[config.mk]
export PLATFORM = sky130hd
export DESIGN_NAME = pwm_duty_ramp
export DESIGN_NICKNAME = d
export VERILOG_FILES = /design/src/rtl/pwm_pkg.sv /design/src/rtl/pwm_tick_div.sv /design/src/rtl/pwm_duty_ramp.sv
export SDC_FILE = /design/constraint.sdc
export NUM_CORES = 1
export LEC_CHECK = 0
export ABC_AREA = 1
export CORE_UTILIZATION = 27
export CTS_CLUSTER_DIAMETER = 40
export DETAILED_ROUTE_END_ITERATION = 8
export DONT_BUFFER_PORTS = 1
export GPL_TIMING_DRIVEN = 0
export PLACE_DENSITY = 0.43
export SLEW_MARGIN = 20
export SYNTH_ARGS = -nofsm -noshare
export SYNTH_HDL_FRONTEND = slang
export SYNTH_SLANG_ARGS = --single-unit
[constraint.sdc]
create_clock -name clk -period 4.3 [get_ports clk]
set_input_delay 0.43 -clock clk [delete_from_list [all_inputs] [get_ports clk]]
set_output_delay 0.43 -clock clk [all_outputs]
set_load 0.1 [all_outputs]
[src/rtl/pwm_pkg.sv]
// rtl/pwm_pkg.sv - shared PWM widths, ramp FSM states and prescaler period convention
package pwm_pkg;

  localparam int DEF_DUTY_W = 8;
  localparam int DEF_DIV_W  = 16;

  // A divider value N always means a period of N + PERIOD_ADJ clock cycles.
  localparam int PERIOD_ADJ = 1;

  typedef enum logic [1:0] {
    IDLE = 2'd0,
    LOAD = 2'd1,
    RAMP = 2'd2
  } ramp_state_t;

endpackage

[src/rtl/pwm_tick_div.sv]
// rtl/pwm_tick_div.sv - counts 0..div with sync clear, emits a 1-cycle tick on wrap
module pwm_tick_div
  import pwm_pkg::*;
#(
  parameter int W = DEF_DIV_W
) (
  input  logic         clk,
  input  logic         rst,
  input  logic         clr,
  input  logic         en,
  input  logic [W-1:0] div,
  output logic         tick
);

  logic [W-1:0] cnt;

  assign tick = en && (cnt == div);

  // Free-running count while enabled; wraps to zero on the tick cycle.
  always_ff @(posedge clk) begin
    if (rst || clr) begin
      cnt <= '0;
    end else if (en) begin
      cnt <= tick ? '0 : cnt + W'(1);
    end
  end

endmodule

[src/rtl/pwm_duty_ramp.sv]
// rtl/pwm_duty_ramp.sv - slews registered PWM duty toward a handshaked target; DUTY_RAMP_CLAMP_EN adds min/max clamp
module pwm_duty_ramp
  import pwm_pkg::*;
#(
  parameter int DUTY_W = DEF_DUTY_W,
  parameter int DIV_W  = DEF_DIV_W
) (
  input  logic              clk,
  input  logic              rst,
  input  logic              tgt_valid,
  output logic              tgt_ready,
  input  logic [DUTY_W-1:0] tgt_duty,
  input  logic [DIV_W-1:0]  step_div,
  input  logic [DUTY_W-1:0] step_size,
`ifdef DUTY_RAMP_CLAMP_EN
  input  logic [DUTY_W-1:0] duty_min,
  input  logic [DUTY_W-1:0] duty_max,
`endif
  output logic [DUTY_W-1:0] duty,
  output logic              busy,
  output logic              done
);

  ramp_state_t       state;
  logic [DUTY_W-1:0] tgt_q;
  logic [DUTY_W-1:0] step_q;
  logic [DIV_W-1:0]  div_q;
  logic              dir_up;

  logic              xfer;
  logic              tick;
  logic [DUTY_W-1:0] tgt_eff;
  logic [DUTY_W-1:0] step_eff;
  logic [DUTY_W:0]   diff;
  logic              last_step;

  assign busy      = (state != IDLE);
  assign tgt_ready = (state != LOAD);
  assign xfer      = tgt_valid && tgt_ready;

  // A zero step would stall the ramp forever, so it is promoted to one.
  assign step_eff  = (step_q == '0) ? DUTY_W'(1) : step_q;

  // Distance to target, one bit wider so the subtraction never wraps.
  assign diff      = dir_up ? ({1'b0, tgt_q} - {1'b0, duty})
                            : ({1'b0, duty} - {1'b0, tgt_q});
  assign last_step = (diff <= {1'b0, step_eff});

  // Target seen by LOAD: optionally clamped, max bound applied last so it wins on inverted bounds.
  always_comb begin
    tgt_eff = tgt_q;
`ifdef DUTY_RAMP_CLAMP_EN
    if (tgt_eff < duty_min) tgt_eff = duty_min;
    if (tgt_eff > duty_max) tgt_eff = duty_max;
`endif
  end

  pwm_tick_div #(
    .W(DIV_W)
  ) u_tick_div (
    .clk (clk),
    .rst (rst),
    .clr (state == LOAD),
    .en  (state == RAMP),
    .div (div_q),
    .tick(tick)
  );

  // Ramp FSM: accept target, decide direction in LOAD, step toward target on each tick.
  always_ff @(posedge clk) begin
    if (rst) begin
      state  <= IDLE;
      duty   <= '0;
      done   <= 1'b0;
      dir_up <= 1'b0;
      tgt_q  <= '0;
      step_q <= '0;
      div_q  <= '0;
    end else begin
      done <= 1'b0;
      if (xfer) begin
        // A new target always wins; any step coinciding with it is dropped.
        tgt_q  <= tgt_duty;
        step_q <= step_size;
        div_q  <= step_div;
        state  <= LOAD;
      end else begin
        case (state)
          LOAD: begin
            tgt_q  <= tgt_eff;
            dir_up <= (tgt_eff > duty);
            if (tgt_eff == duty) begin
              done  <= 1'b1;
              state <= IDLE;
            end else begin
              state <= RAMP;
            end
          end
          RAMP: begin
            if (tick) begin
              if (last_step) begin
                duty  <= tgt_q;
                done  <= 1'b1;
                state <= IDLE;
              end else if (dir_up) begin
                duty <= duty + step_eff;
              end else begin
                duty <= duty - step_eff;
              end
            end
          end
          default: state <= IDLE;
        endcase
      end
    end
  end

endmodule

==> results.toml <==
[synthesis]
async_flop_share = 0
syn_inst = 568
seq_area_frac_synth = 0.2980
synth_ff_type = "dfxtp_1"
synth_adder_area_share = 0.1329
yosys_warnings = 0
yosys.area_share.xor_xnor = 0.08476
yosys-mux-area-fraction = 0.002484
netlist.area_leader.share = 0.2980
synth.net_count = 644
synth-compound-area-share = 0.1385
syn_avg_cell_area_um2 = 7.095
synth.ff_latch_count = 60
synth_cell_type_count = 41
yosys.area_share.simple = 0.2521
synth.area.top_cells = "dfxtp_1 30%, nand2_1 12%, ha_1 12%"
synth_top_family_by_area = "simple AND/OR/NAND/NOR gates"
synth_area_mm2 = 0.004030
synth-edff-count = 0
synth_top_cell_by_area = "dfxtp_1"

[die]
core_mm2 = 0.01453
die_h_um = 124.2
die_w_um = 124.2
dieArea_mm2 = 0.01542
boundaryPins = 46
start_util = 0.2773
core.rowCount = 44

[sta]
rsz0062_at_grt = "false"
hold_violations = 0
setup_ws_ps = 536.3
setup_viol_count_final = 0
post-route-min-period_ps = 3764
final.setup_skew_ps = 5.239
max_freq_ghz = 0.2657
tns_ps = 0
hold_ws_ps = 229.8
maxSlewViolCount = 0
worst_slew_pin_slew_ps = 1152
slew-limit-headroom = 0.2310
finalCritPeriodShare = 0.8753

[place]
pre_cts_ws_ps = 111.7
dp_hpwl_um = 8746
dp.cells = 752
port_buffers = 0
place.gp.congestion = 0.7922

[cts]
cts_tree = "built"
clkLatencyLatePin_ps = 340
cts.sinks = 60
root_buffer = "clkbuf_16"
hold_buffers = 0
cts_buffers = 9
cts.clk_slew.worst_paths_ps = 60
h-tree-depth = 3
cts_buffer_depth = 2

[min_path]
holdPathEnd = "div_q[9]$_SDFFE_PP0P_"
min_path_type = "in2reg"
hold-path-cell-count = 2
hp-start = "step_div[9]"

[cells_and_area]
final_common_cell = "nand2_1"
nFillCells = 1645
fin_cells = 768
drive_gt1_frac = 0.06164
syn_to_final_growth_pct = 14.34
n_antenna_cell = 0
num-nets-final = 655
most-common-layout-cells = "127 x nand2_1, 75 x inv_1, 54 x nor2_1, 54 x dfxtp_1, 48 x a21oi_1"

[global_route]
antenna_found_initial = 0
grt_max_degree = 12
grtUsageTotal = 0.1545
grt_pass1_vias = 3406
grt_pass1_wl_um = 17650
overflow = 0

[setup_path]
cp_data_arrival_time_ps = 4000
timing.rr.start = "duty[0]$_SDFFE_PP0P_"
start_kind = "register"
crit_type = "reg2reg"
r2r_cells = 24
worst_ep_required_time_ps = 4530
rr_endpoint = "duty[4]$_SDFFE_PP0P_"
critPathCaptureType = "register"
reg2reg_slack_ps = 540
crit_fanout = 10

[flow_run]
maxCapViolCount = 0

[detailed_routing]
drt-initial-drc-count = 129
firstDrtPassIters = 5
wl_um = 10880
ant_nets = 0
vias = 3536
viasPerCell = 4.604
drc = 0
routedWlPerCell_um = 14.16

[power_and_ir_drop]
leakage_nw = 2.064
power_density_mw_per_mm2 = 406.3
ir_drop_mv = 0.1819

[status]
outcome = "completed"
==> cell usage after synthesis, types with 2 or more instances <==
master	n
a211oi_1	17
a21o_1	3
a21oi_1	48
buf_2	2
clkbuf_1	14
dfxtp_1	60
fa_1	3
ha_1	38
inv_1	75
nand2_1	127
nand3_1	30
nand4_1	6
nor2_1	54
nor2_2	2
nor3_1	4
nor3_2	2
o211ai_1	3
o21ai_0	13
o21ai_1	8
xnor2_1	17
xor2_1	22
==> power breakdown <==
group	internal, mW	total, mW	switching (mW)
Clock	0.567	0.841	0.274
Combinational	0.151	0.429	0.278
Sequential	0.581	0.603	0.0218
==> repair_timing <==
| item | 4_1_cts | 5_1_grt |
|---|---|---|
| buffers inserted | 0 | 0 |
| endpoints found under the setup margin | 0 | 11 |
| gates resized for setup | 0 | 4 |
==> state kept, by name, summed over array words and instances, names as in the netlist <==
| signal | cells |
|---|---|
| div_q | 16 |
| u_tick_div.cnt | 16 |
| duty | 8 |
| step_q | 8 |
| tgt_eff | 8 |
| state | 2 |
| dir_up | 1 |
| done | 1 |
==> worst max-delay path by stage <==
stage,endpoint,start,cells past startpoint
after CTS,duty[4]$_SDFFE_PP0P_,duty[0]$_SDFFE_PP0P_,24
after global routing,duty[1]$_SDFFE_PP0P_,duty[6]$_SDFFE_PP0P_,20
after detailed placement,duty[4]$_SDFFE_PP0P_,duty[0]$_SDFFE_PP0P_,24
final,duty[4]$_SDFFE_PP0P_,duty[0]$_SDFFE_PP0P_,24
after floorplan,duty[0]$_SDFFE_PP0P_,duty[0]$_SDFFE_PP0P_,24
after global placement,state[1]$_SDFFE_PP0P_,duty[1]$_SDFFE_PP0P_,19
==> critical path: stages, from the launching register on <==
cell,delay (ps)
dfxtp_2,710
inv_1,190
ha_1,250
fa_1,350
inv_1,80
nand3_1,80
nand3_1,90
o21ai_0,130
o211ai_1,230
xnor2_1,160
inv_1,80
ha_1,310
nand2_1,60
inv_1,40
nand2_1,60
nand2_1,40
nand2_1,50
nand2_1,80
nand2_1,100
nand2_2,90
buf_6,160
nand3_1,120
nand3_1,80
nand2_1,60
inv_1,30
==> metal layers <==
metal,up-vias,global-route usage,routed length (um)
li1,1856,-,-
met1,1614,0.2114,5649
met2,57,0.2358,4695
met3,9,0.03709,423
met4,0,0.05134,107
met5,-,0,0
==> kinds of logic (layout without fill, tap and decap cells) <==
family	Yosys count	count (layout)
and+or+nand+nor	236	236
adders and majority gates	41	41
xor gates and xnor gates	39	39
DFF	60	60
AOI/OAI and AO/OA	97	97
buffers and inverters	94	110
muxes	1	1
==> through the flow <==
stage                     instance area [um2]  utilization  power [mW]
after floorplan                          4030            -      0.9397
after global placement                   4260       0.2931       1.040
after detailed placement                 4262       0.2932       1.044
after CTS                                4602       0.3166       1.902
after global routing                     4608       0.3171       1.995
final                                    4608       0.3171       1.872
==> area by class of cell <==
class,instances,area (um2),share of cell area
sequential,60,1209,0.2623
multi-input combinational,414,2461,0.5341
tap,184,230.2,0.04996
inverter,77,294.0,0.06381
clock buffer,10,229.0,0.04969
buffer,17,73.82,0.01602
clock inverter,6,111.4,0.02417
(Power assumes the default switching activity.)
